**src/rtl/uart_cmd_pkg.sv**
```systemverilog
// Shared command/reply codes and FSM state type for the UART command responder.
// Latency: n/a (types and constants only).
// Backpressure: n/a. Optional UART_CMD_CHECKSUM_EN adds the GET_CSUM state.
package uart_cmd_pkg;

  localparam logic [7:0] CMD_WR  = 8'h57;
  localparam logic [7:0] CMD_RD  = 8'h52;
  localparam logic [7:0] RSP_ACK = 8'h06;
  localparam logic [7:0] RSP_NAK = 8'h15;

  typedef enum logic [2:0] {
    IDLE,
    GET_ADDR,
    GET_DATA,
`ifdef UART_CMD_CHECKSUM_EN
    GET_CSUM,
`endif
    EXEC,
    TX_REQ,
    TX_WAIT
  } state_t;

endpackage

```
**src/rtl/uart_cmd_responder_if.sv**
```systemverilog
// Byte link between the UART and the command responder (rx strobe, tx request/busy).
// Latency: wires only.
// Backpressure: tx_busy from the UART holds off the next reply; rx has none (strobes only).
interface uart_cmd_responder_if;
  logic [7:0] rx_data;
  logic       rx_valid;
  logic [7:0] tx_data;
  logic       tx_start;
  logic       tx_busy;

  // UART side: produces received bytes and transmitter status
  modport master (
    output rx_data, rx_valid, tx_busy,
    input  tx_data, tx_start
  );

  // Responder side: consumes bytes and requests reply transmission
  modport slave (
    input  rx_data, rx_valid, tx_busy,
    output tx_data, tx_start
  );
endinterface

```
**src/rtl/uart_cmd_regfile.sv**
```systemverilog
// NREGS x 8-bit register bank with one write port, combinational read, flat export.
// Latency: write visible on regs/rd_data the cycle after wr_en; read is combinational.
// Backpressure: none; every write strobe is taken.
module uart_cmd_regfile #(
  parameter int NREGS = 16,
  parameter int AW    = $clog2(NREGS)
) (
  input  logic               clk,
  input  logic               rst,
  input  logic               wr_en,
  input  logic [AW-1:0]      wr_addr,
  input  logic [7:0]         wr_data,
  input  logic [AW-1:0]      rd_addr,
  output logic [7:0]         rd_data,
  output logic [NREGS*8-1:0] regs
);

  logic [7:0] mem [NREGS];

  // Storage: cleared on reset, one byte written per strobe
  always_ff @(posedge clk or negedge rst) begin
    if (!rst) begin
      for (int k = 0; k < NREGS; k++) mem[k] <= 8'h00;
    end else if (wr_en) begin
      mem[wr_addr] <= wr_data;
    end
  end

  // Read port: caller guarantees rd_addr is in range before using the value
  assign rd_data = mem[rd_addr];

  // Flat export, register k at regs[8k+7:8k]
  for (genvar k = 0; k < NREGS; k++) begin : g_flat
    assign regs[8*k +: 8] = mem[k];
  end

endmodule

```
**src/rtl/uart_cmd_responder.sv**
```systemverilog
// Decodes W/R byte frames from the UART into register bank accesses, one reply byte per frame.
// Latency: EXEC the cycle after the last frame byte; tx_start and reg_wr one cycle after EXEC.
// Backpressure: bytes arriving while a reply is pending are dropped (err_drop); tx waits on tx_busy.
// Build option: UART_CMD_CHECKSUM_EN appends an XOR checksum byte to every known-command frame.
module uart_cmd_responder
  import uart_cmd_pkg::*;
#(
  parameter int NREGS          = 16,
  parameter int TIMEOUT_CYCLES = 120000
) (
  input  logic               clk,
  input  logic               rst,
  uart_cmd_responder_if.slave uart,
  output logic [NREGS*8-1:0] regs,
  output logic               reg_wr,
  output logic [7:0]         reg_wr_addr,
  output logic               err_drop
);

  localparam int AW = $clog2(NREGS);
  localparam int TW = $clog2(TIMEOUT_CYCLES + 1);

  // State reached after the last payload byte of a known command
`ifdef UART_CMD_CHECKSUM_EN
  localparam state_t LAST_STATE = GET_CSUM;
`else
  localparam state_t LAST_STATE = EXEC;
`endif

  state_t        state, state_d;
  logic [7:0]    cmd_q, addr_q, data_q;
  logic          bad_cmd_q;
  logic [TW-1:0] tmo_cnt;
  logic [7:0]    rd_data, reply, tx_data_q;
  logic          in_get, tmo_hit, is_wr, addr_ok, frame_ok, do_wr, known_cmd;
`ifdef UART_CMD_CHECKSUM_EN
  logic [7:0]    csum_q;
  logic          csum_ok;
`endif

  assign known_cmd = (uart.rx_data == CMD_WR) || (uart.rx_data == CMD_RD);
  assign in_get    = (state == GET_ADDR) || (state == GET_DATA)
`ifdef UART_CMD_CHECKSUM_EN
                   || (state == GET_CSUM)
`endif
                   ;
  // An arriving byte wins over an expiring timeout on the same cycle
  assign tmo_hit   = in_get && !uart.rx_valid && (tmo_cnt >= TW'(TIMEOUT_CYCLES));
  assign is_wr     = (cmd_q == CMD_WR);
  assign addr_ok   = ({1'b0, addr_q} < 9'(NREGS));
`ifdef UART_CMD_CHECKSUM_EN
  // data_q is zeroed at command time, so a read frame folds in a zero data byte
  assign csum_ok   = ((cmd_q ^ addr_q ^ data_q) == csum_q);
  assign frame_ok  = !bad_cmd_q && csum_ok && addr_ok;
`else
  assign frame_ok  = !bad_cmd_q && addr_ok;
`endif
  assign do_wr     = (state == EXEC) && is_wr && frame_ok;
  assign reply     = !frame_ok ? RSP_NAK : (is_wr ? RSP_ACK : rd_data);

  // State register
  always_ff @(posedge clk or negedge rst) begin
    if (!rst) state <= IDLE;
    else      state <= state_d;
  end

  // Next-state decode
  always_comb begin
    state_d = state;
    case (state)
      IDLE:     if (uart.rx_valid) state_d = known_cmd ? GET_ADDR : EXEC;
      GET_ADDR: if (uart.rx_valid) state_d = is_wr ? GET_DATA : LAST_STATE;
                else if (tmo_hit)  state_d = IDLE;
      GET_DATA: if (uart.rx_valid) state_d = LAST_STATE;
                else if (tmo_hit)  state_d = IDLE;
`ifdef UART_CMD_CHECKSUM_EN
      GET_CSUM: if (uart.rx_valid) state_d = EXEC;
                else if (tmo_hit)  state_d = IDLE;
`endif
      EXEC:     state_d = TX_REQ;
      TX_REQ:   if (uart.tx_busy)  state_d = TX_WAIT;
      TX_WAIT:  if (!uart.tx_busy) state_d = IDLE;
      default:  state_d = IDLE;
    endcase
  end

  // Frame byte capture
  always_ff @(posedge clk or negedge rst) begin
    if (!rst) begin
      cmd_q     <= 8'h00;
      addr_q    <= 8'h00;
      data_q    <= 8'h00;
      bad_cmd_q <= 1'b0;
`ifdef UART_CMD_CHECKSUM_EN
      csum_q    <= 8'h00;
`endif
    end else if (uart.rx_valid) begin
      case (state)
        IDLE: begin
          cmd_q     <= uart.rx_data;
          bad_cmd_q <= !known_cmd;
          data_q    <= 8'h00;
        end
        GET_ADDR: addr_q <= uart.rx_data;
        GET_DATA: data_q <= uart.rx_data;
`ifdef UART_CMD_CHECKSUM_EN
        GET_CSUM: csum_q <= uart.rx_data;
`endif
        default: ;
      endcase
    end
  end

  // Inter-byte timeout: cleared on each byte and outside GET_*, saturating
  always_ff @(posedge clk or negedge rst) begin
    if (!rst)                          tmo_cnt <= '0;
    else if (!in_get || uart.rx_valid) tmo_cnt <= '0;
    else if (tmo_cnt != '1)            tmo_cnt <= tmo_cnt + 1'b1;
  end

  // Registered side outputs: reply byte, write notification, drop pulse
  always_ff @(posedge clk or negedge rst) begin
    if (!rst) begin
      tx_data_q   <= 8'h00;
      reg_wr      <= 1'b0;
      reg_wr_addr <= 8'h00;
      err_drop    <= 1'b0;
    end else begin
      if (state == EXEC) tx_data_q <= reply;
      reg_wr <= do_wr;
      if (do_wr) reg_wr_addr <= addr_q;
      err_drop <= uart.rx_valid &&
                  ((state == EXEC) || (state == TX_REQ) || (state == TX_WAIT));
    end
  end

  // tx_start follows the state directly so reset removes it at once
  assign uart.tx_start = (state == TX_REQ);
  assign uart.tx_data  = tx_data_q;

  uart_cmd_regfile #(.NREGS(NREGS), .AW(AW)) u_regfile (
    .clk     (clk),
    .rst     (rst),
    .wr_en   (do_wr),
    .wr_addr (addr_q[AW-1:0]),
    .wr_data (data_q),
    .rd_addr (addr_q[AW-1:0]),
    .rd_data (rd_data),
    .regs    (regs)
  );

endmodule

```
**src/flat_wrapper.sv**
```systemverilog
// flat-port wrapper written by rule: the top's interface ports become plain ports
module uart_cmd_responder_flat import uart_cmd_pkg::*;
#(
  parameter int NREGS          = 16,
  parameter int TIMEOUT_CYCLES = 120000
)
  (clk, rst, regs, reg_wr, reg_wr_addr, err_drop, uart_rx_data, uart_rx_valid, uart_tx_busy, uart_tx_data, uart_tx_start);
  uart_cmd_responder_if uart_i ();
  input  logic clk;
  input  logic rst;
  output logic [NREGS*8-1:0] regs;
  output logic reg_wr;
  output logic [7:0] reg_wr_addr;
  output logic err_drop;
  input wire logic [$bits(uart_i.rx_data)-1:0] uart_rx_data;
  input wire logic [$bits(uart_i.rx_valid)-1:0] uart_rx_valid;
  input wire logic [$bits(uart_i.tx_busy)-1:0] uart_tx_busy;
  output wire logic [$bits(uart_i.tx_data)-1:0] uart_tx_data;
  output wire logic [$bits(uart_i.tx_start)-1:0] uart_tx_start;
  assign uart_i.rx_data = uart_rx_data;
  assign uart_i.rx_valid = uart_rx_valid;
  assign uart_i.tx_busy = uart_tx_busy;
  assign uart_tx_data = uart_i.tx_data;
  assign uart_tx_start = uart_i.tx_start;
  uart_cmd_responder #(.NREGS(NREGS), .TIMEOUT_CYCLES(TIMEOUT_CYCLES)) u_core (.clk(clk), .rst(rst), .uart(uart_i), .regs(regs), .reg_wr(reg_wr), .reg_wr_addr(reg_wr_addr), .err_drop(err_drop));
endmodule
```
**config.mk**
```make
export PLATFORM = sky130hd
export DESIGN_NAME = uart_cmd_responder_flat
export DESIGN_NICKNAME = d
export VERILOG_FILES = /design/src/rtl/uart_cmd_pkg.sv /design/src/rtl/uart_cmd_responder_if.sv /design/src/rtl/uart_cmd_regfile.sv /design/src/rtl/uart_cmd_responder.sv /design/src/flat_wrapper.sv
export SDC_FILE = /design/constraint.sdc
export NUM_CORES = 1
export LEC_CHECK = 0
export ABC_AREA = 0
export BUFFER_PORTS_ARGS = -buffer_cell sky130_fd_sc_hd__buf_4
export CORE_MARGIN = 1
export CORE_UTILIZATION = 55
export DETAILED_ROUTE_END_ITERATION = 10
export HOLD_SLACK_MARGIN = 0.1
export MAX_ROUTING_LAYER = met4
export PLACE_DENSITY = 0.79
export RECOVER_POWER = 50
export SYNTH_ARGS = -nofsm -noshare
export SYNTH_HDL_FRONTEND = slang
export SYNTH_HIERARCHICAL = 1
export SYNTH_SLANG_ARGS = --single-unit
```
**constraint.sdc**
```tcl
create_clock -name clk -period 3.2 [get_ports clk]
set_input_delay 0.16 -clock clk [delete_from_list [all_inputs] [get_ports clk]]
set_output_delay 0.16 -clock clk [all_outputs]
set_load 0.03 [all_outputs]
```
==> results of run 1 <==
[layer usage]
layer	global-route usage (%)	vias to the layer above	routed length, um
met4	10.7	0	576
met5	-	-	0
li1	-	2595	-
met2	45.7	314	10900
met3	6.39	50	1840
met1	41.2	3142	9470
[power by group]
group	internal [mW]	switching [mW]	total, mW
logic	0.510	0.609	1.12
registers	2.61	0.616	3.23
clock network	1.18	0.885	2.07
total	4.30	2.11	6.41
[kinds of logic after synthesis]
group,count (synthesis),synth area share (%)
AOI/OAI and AO/OA,52,3.93
xor gates and xnor gates,14,1.41
adders and majority gates,3,0.431
buffers and inverters,44,2.29
DFF,191,54.9
muxes,183,28.1
and+or+nand+nor,128,8.87
[critical path: stages (launching register included)]
cell,delay (ns)
dfrtp_1,0.38
nor4bb_1,0.28
nand4_1,0.26
or3_1,0.58
inv_1,0.25
nand2_1,0.28
nor3_4,0.47
mux2_2,0.40
[sequential cells by signal, indices dropped and copies added, names as in the netlist]
signal and flops:
u_core/u_regfile/regs 128, u_core/tmo_cnt 17, u_core/addr_q 8, u_core/cmd_q 8
u_core/data_q 8, u_core/reg_wr_addr 8, u_core/uart.tx_data 8, u_core/state 3
u_core/bad_cmd_q 1, u_core/err_drop 1, u_core/reg_wr 1
[what timing repair did]
item,in CTS,in global routing
hold endpoints to repair,107,0
hold buffers,11,0
buffers inserted,0,2
endpoints found under the setup margin,0,15
[synth_stat cells, drive strengths merged (2+ instances only)]
library cell / number / share of area (%)
a21oi: 8 / 0.46
a22o: 4 / 0.40
a22oi: 16 / 1.4
and2: 5 / 0.36
buf: 15 / 1.0
clkbuf: 19 / 0.82
dfrtp: 191 / 55
ha: 3 / 0.43
inv: 10 / 0.43
mux2: 149 / 20
mux2i: 2 / 0.23
mux4: 32 / 8.3
nand2: 35 / 1.5
nand2b: 6 / 0.60
nand3: 6 / 0.35
nand3b: 4 / 0.35
nand4: 5 / 0.53
nor2: 28 / 1.4
nor2b: 7 / 0.50
nor3: 11 / 1.2
nor4: 5 / 0.53
nor4bb: 2 / 0.23
o21ai: 14 / 0.81
o31ai: 2 / 0.17
or3: 8 / 0.59
or4: 2 / 0.26
xnor2: 10 / 1.0
xor2: 4 / 0.40
[final cells by class]
type                       count  area, um^2
inverter                      10        37.5
sequential                   191        4780
tap                          211         264
clock buffer                  21         460
timing repair buffer         185         872
clock inverter                10         114
multi-input combinational    380        3720
fill                        1240        5060
[stage by stage]
stage          hold WS (ns)  area, um^2  worst slack (ns)  total power, mW
5_1_grt               0.517       10300           0.00186             6.70
6_report              0.497       10300             0.177             6.41
3_3_place_gp          0.253       10100             0.328             4.33
2_1_floorplan        -0.136        8700             0.601             3.91
4_1_cts               0.361       10800             0.170             6.46
3_5_place_dp          0.255       10100             0.193             4.38
[worst max path at each step]
stage,end,from
floorplan,u_core/u_regfile/regs[10],u_core/cmd_q[5]
CTS,u_core/u_regfile/regs[14],u_core/cmd_q[5]
detailed placement,u_core/u_regfile/regs[25],u_core/cmd_q[5]
global route,u_core/u_regfile/regs[62],u_core/cmd_q[5]
global placement,u_core/u_regfile/regs[39],u_core/cmd_q[5]
finish,u_core/u_regfile/regs[88],u_core/cmd_q[5]
==> impl_metrics.yaml, run 1 <==
place:
  place_hpwl_um: 15900
  gp_congestion: 0.892
  io_buffers: 158
  numPlacedInstances: 964
layout:
  most-common-layout-cells: "dfrtp_1, clkbuf_1, mux2_2, nand2_1, mux4_2"
  num_antenna_cells: 0
  mostFrequentLayoutCell: "dfrtp_1"
  drive_above_1_share_pct: 32.6
  area_growth_pct: 17.8
  nNetsFinal: 800
  final_cells: 1008
  utilization_pct: 66.9
timing:
  setup_tns_ns: 0
  timing.slew.headroom_pct: -40.8
  worst_pin_slew_ns: 2.11
  fin_skew_ns: 0.00787
  fmax_mhz: 331
  timing.final.crit_period_ns: 3.02
  fin_crit_sh_pct: 94.5
  slew_viol_final: 84
  rsz0062_at_grt: "false"
  setup_viol: 0
  hold_viol: 0
clock_tree:
  clk_pin_slew_ns: 0.06
  max-clock-path-buffers: 2
  cts-resized-gates: 0
  clock_sinks: 191
  tritoncts: "yes"
  insertion_delay_ns: 0.43
  h-tree-depth: 4
  numCtsBuffers: 17
  clockRootBuffer: "clkbuf_16"
run_status:
  status: "complete, but fails checks"
  violations: "capacitance limit, slew limit"
synth:
  yosysWarnings: 6
  ys_ff_latch: 191
  synthesis.area_mm2: 0.00870
  synth_edf_count: 0
  yosys_most_used_dff: "dfrtp_1"
  avgSynthCellArea_um2: 14.1
  synth_cell_type_count: 51
  synthArstFlopShare_pct: 100
  synth.net_count: 630
  synthCells: 615
  ys_seq_area_share_pct: 54.9
worst_hold_path:
  min_from: "u_core/reg_wr_addr[4]"
  holdCritPathClass: "register to register"
  hold_path_end: "u_core/reg_wr_addr[4]"
  holdPathStages: 1
power_and_ir_drop:
  p_leak_nw: 4.67
  peakVddDrop_mv: 0.413
  power_density_mw_per_mm2: 626
worst_setup_path:
  r2r-start: "u_core/cmd_q[5]"
  critPathCaptureType: "register"
  rr_endpoint: "u_core/u_regfile/regs[88]"
  r2r_setup_slack_ns: 0.18
  crit_path_start_kind: "register"
  worstPathArrival_ns: 3.34
  worstPathRequired_ns: 3.51
  crit_path_max_fanout: 9
  critical_path_class: "register to register"
  worstRegToRegCells: 7
floorplanning:
  rows: 45
  core_area_mm2: 0.0153
  chipWidth_um: 128
  fp.dieArea_mm2: 0.0163
  ios: 159
  die_y_um: 128
  start_util_pct: 56.8
global_route:
  grt_pass1_vias: 6191
  grt_pass1_wl_um: 35400
  grt_overflow: 0
  grt_util_all_layers_pct: 30.3
  antenna_found_initial: 0
  grt_max_degree: 85
drt:
  post-route-drc-count: 0
  vias: 6101
  wirelength_um: 22800
  postRouteAntennaNets: 0
  wl_per_cell_um: 22.6
  first_pass_iters: 5
  viasPerCell: 6.05
  dr.first_iter.drc_count: 424
flow_run:
  cap_viol_max_count: 1
(Power assumes the default switching activity.)
==> inputs of run 2 (changes only) <==
- CORE_ASPECT_RATIO: not set -> 1.25
- SETUP_SLACK_MARGIN: not set -> 0.02
==> impl_metrics.yaml, run 2 (synthesized netlist as in run 1, its figures left out) <==
worst_hold_path:
  min_from: "u_core/reg_wr_addr[7]"
  holdCritPathClass: "register to register"
  holdPathStages: 1
clock_tree:
  clock_sinks: 191
  tritoncts: "yes"
  clockRootBuffer: "clkbuf_16"
  cts-resized-gates: 0
  insertion_delay_ns: 0.44
  numCtsBuffers: 17
  max-clock-path-buffers: 2
  clk_pin_slew_ns: 0.07
  h-tree-depth: 4
power_and_ir_drop:
  finalPower_mw: 6.35
  comb_power_share_pct: 17.4
  peakVddDrop_mv: 0.437
  internal_power_mw: 4.24
  power_frac_clock_pct: 31.9
  swShare_pct: 33.3
  power_density_mw_per_mm2: 622
  p_leak_nw: 4.64
  power.switching_mw: 2.12
  p_seq_share_pct: 50.7
timing:
  fmax_mhz: 343
  hold_viol: 0
  slew_viol_final: 0
  worst_pin_slew_ns: 1.42
  setup_tns_ns: 0
  timing.final.crit_period_ns: 2.92
  rsz0062_at_grt: "false"
  fin_crit_sh_pct: 91.2
  fin_skew_ns: 0.00918
  holdWs_ns: 0.487
  setup_viol: 0
  setup_slack_ns: 0.282
  timing.slew.headroom_pct: 5.10
place:
  io_buffers: 158
  pre_cts_ws_ns: 0.334
  gp_congestion: 0.866
  place_hpwl_um: 15800
worst_setup_path:
  critPathLaunch: "u_core/cmd_q[5]"
  critical_path_class: "register to register"
  worstRegToRegCells: 7
  worstPathArrival_ns: 3.24
  r2r-start: "u_core/cmd_q[5]"
  crit_path_max_fanout: 9
  crit_path_start_kind: "register"
  worstPathRequired_ns: 3.52
  critPathCaptureType: "register"
layout:
  mostFrequentLayoutCell: "dfrtp_1"
  regArea_mm2: 0.00478
  most-common-layout-cells: "dfrtp_1, clkbuf_1, mux2_2, nand2_1, mux4_2"
  nNetsFinal: 796
  num_antenna_cells: 0
  drive_above_1_share_pct: 32.4
  fillers: 1219
  area_growth_pct: 17.4
  largest_reg_flops: 128
  multi_input_area_mm2: 0.00372
global_route:
  grt_overflow: 0
  grt_pass1_wl_um: 35100
  grt_pass1_vias: 6231
  antenna_found_initial: 0
  grt_max_degree: 91
  grt_util_all_layers_pct: 29.7
drt:
  first_pass_iters: 7
  wirelength_um: 22200
  vias: 5931
  dr.first_iter.drc_count: 394
  postRouteAntennaNets: 0
  viasPerCell: 5.90
  wl_per_cell_um: 22.1
  post-route-drc-count: 2
floorplanning:
  ios: 159
  die_y_um: 143
  core_area_mm2: 0.0155
  chipWidth_um: 114
  rows: 51
  start_util_pct: 56.1
  fp.dieArea_mm2: 0.0163
run_status:
  status: "complete, but fails checks"
  violations: "DRC"
flow_run:
  cap_viol_max_count: 0
-- run 2: cell count changes in the layout (fill, tap and decap cells not counted) --
cell       before  now
buf_4          24   20
clkinv_4        1    0
bufinv_16       2    1
clkbuf_4        0    1
clkbuf_8        2    3
inv_6           0    1
clkbuf_2        2    1
clkinv_2        3    4
clkbuf_1      149  148
-- run 2: stage by stage --
step	std cells	instance area, um^2	utilization, %
after floorplan	615	8700	-
after global placement	963	10100	65.2
after detailed placement	963	10100	65.2
after CTS	1005	10800	69.5
after global routing	1005	10200	65.9
final	1005	10200	65.9
-- run 2: power by group through the flow --
stage	registers [mW]	clock network, mW	logic, mW
after floorplan	2.85	0	1.06
after global placement	3.24	0	1.08
after detailed placement	3.27	0	1.12
after CTS	3.22	2.06	1.13
after global routing	3.27	2.16	1.19
final	3.22	2.03	1.11
-- run 2: critical path, stage by stage (launching register included) --
cell and delay, ns:
dfrtp_1 0.38, nor4bb_1 0.31, nand4_1 0.15, or3_1 0.56
inv_1 0.25, nand2_1 0.28, nor3_4 0.48, mux2_2 0.39
-- run 2: metal layers --
| metal | GRT usage [%] | part of all wire, % | routed length (um) | vias to the layer above |
|---|---|---|---|---|
| met3 | 5.94 | 6.1 | 1350 | 41 |
| met5 | - | 0 | 0 | - |
| li1 | - | - | - | 2571 |
| met1 | 36.2 | 39 | 8710 | 3087 |
| met4 | 10.8 | 2.6 | 586 | 0 |
| met2 | 49.3 | 52 | 11500 | 232 |
-- run 2: path summary, 6_finish.rpt --
kind | endpoint | slack (ns)
setup reg to reg | u_core/u_regfile/regs[46] | 0.28
setup / recovery | u_core/u_regfile/regs[46] | 0.28
hold reg to reg | u_core/reg_wr_addr[7] | 0.49
max in group asynchronous | u_core/u_regfile/regs[75] | 0.61
hold / removal | u_core/reg_wr_addr[7] | 0.49
min in group asynchronous | u_core/u_regfile/regs[10] | 0.59
-- run 2: repair_timing --
action / CTS / global route
endpoints found under the hold margin: 80 / 0
buffers inserted: 0 / 0
hold buffers: 11 / 0
-- run 2: area by class of cell --
class | instances | share of cell area (%)
Clock inverter | 10 | 0.870
Sequential cell | 191 | 46.8
Timing Repair Buffer | 181 | 8.27
Clock buffer | 21 | 4.61
Tap cell | 212 | 2.60
Inverter | 10 | 0.368
Multi-Input combinational cell | 380 | 36.5
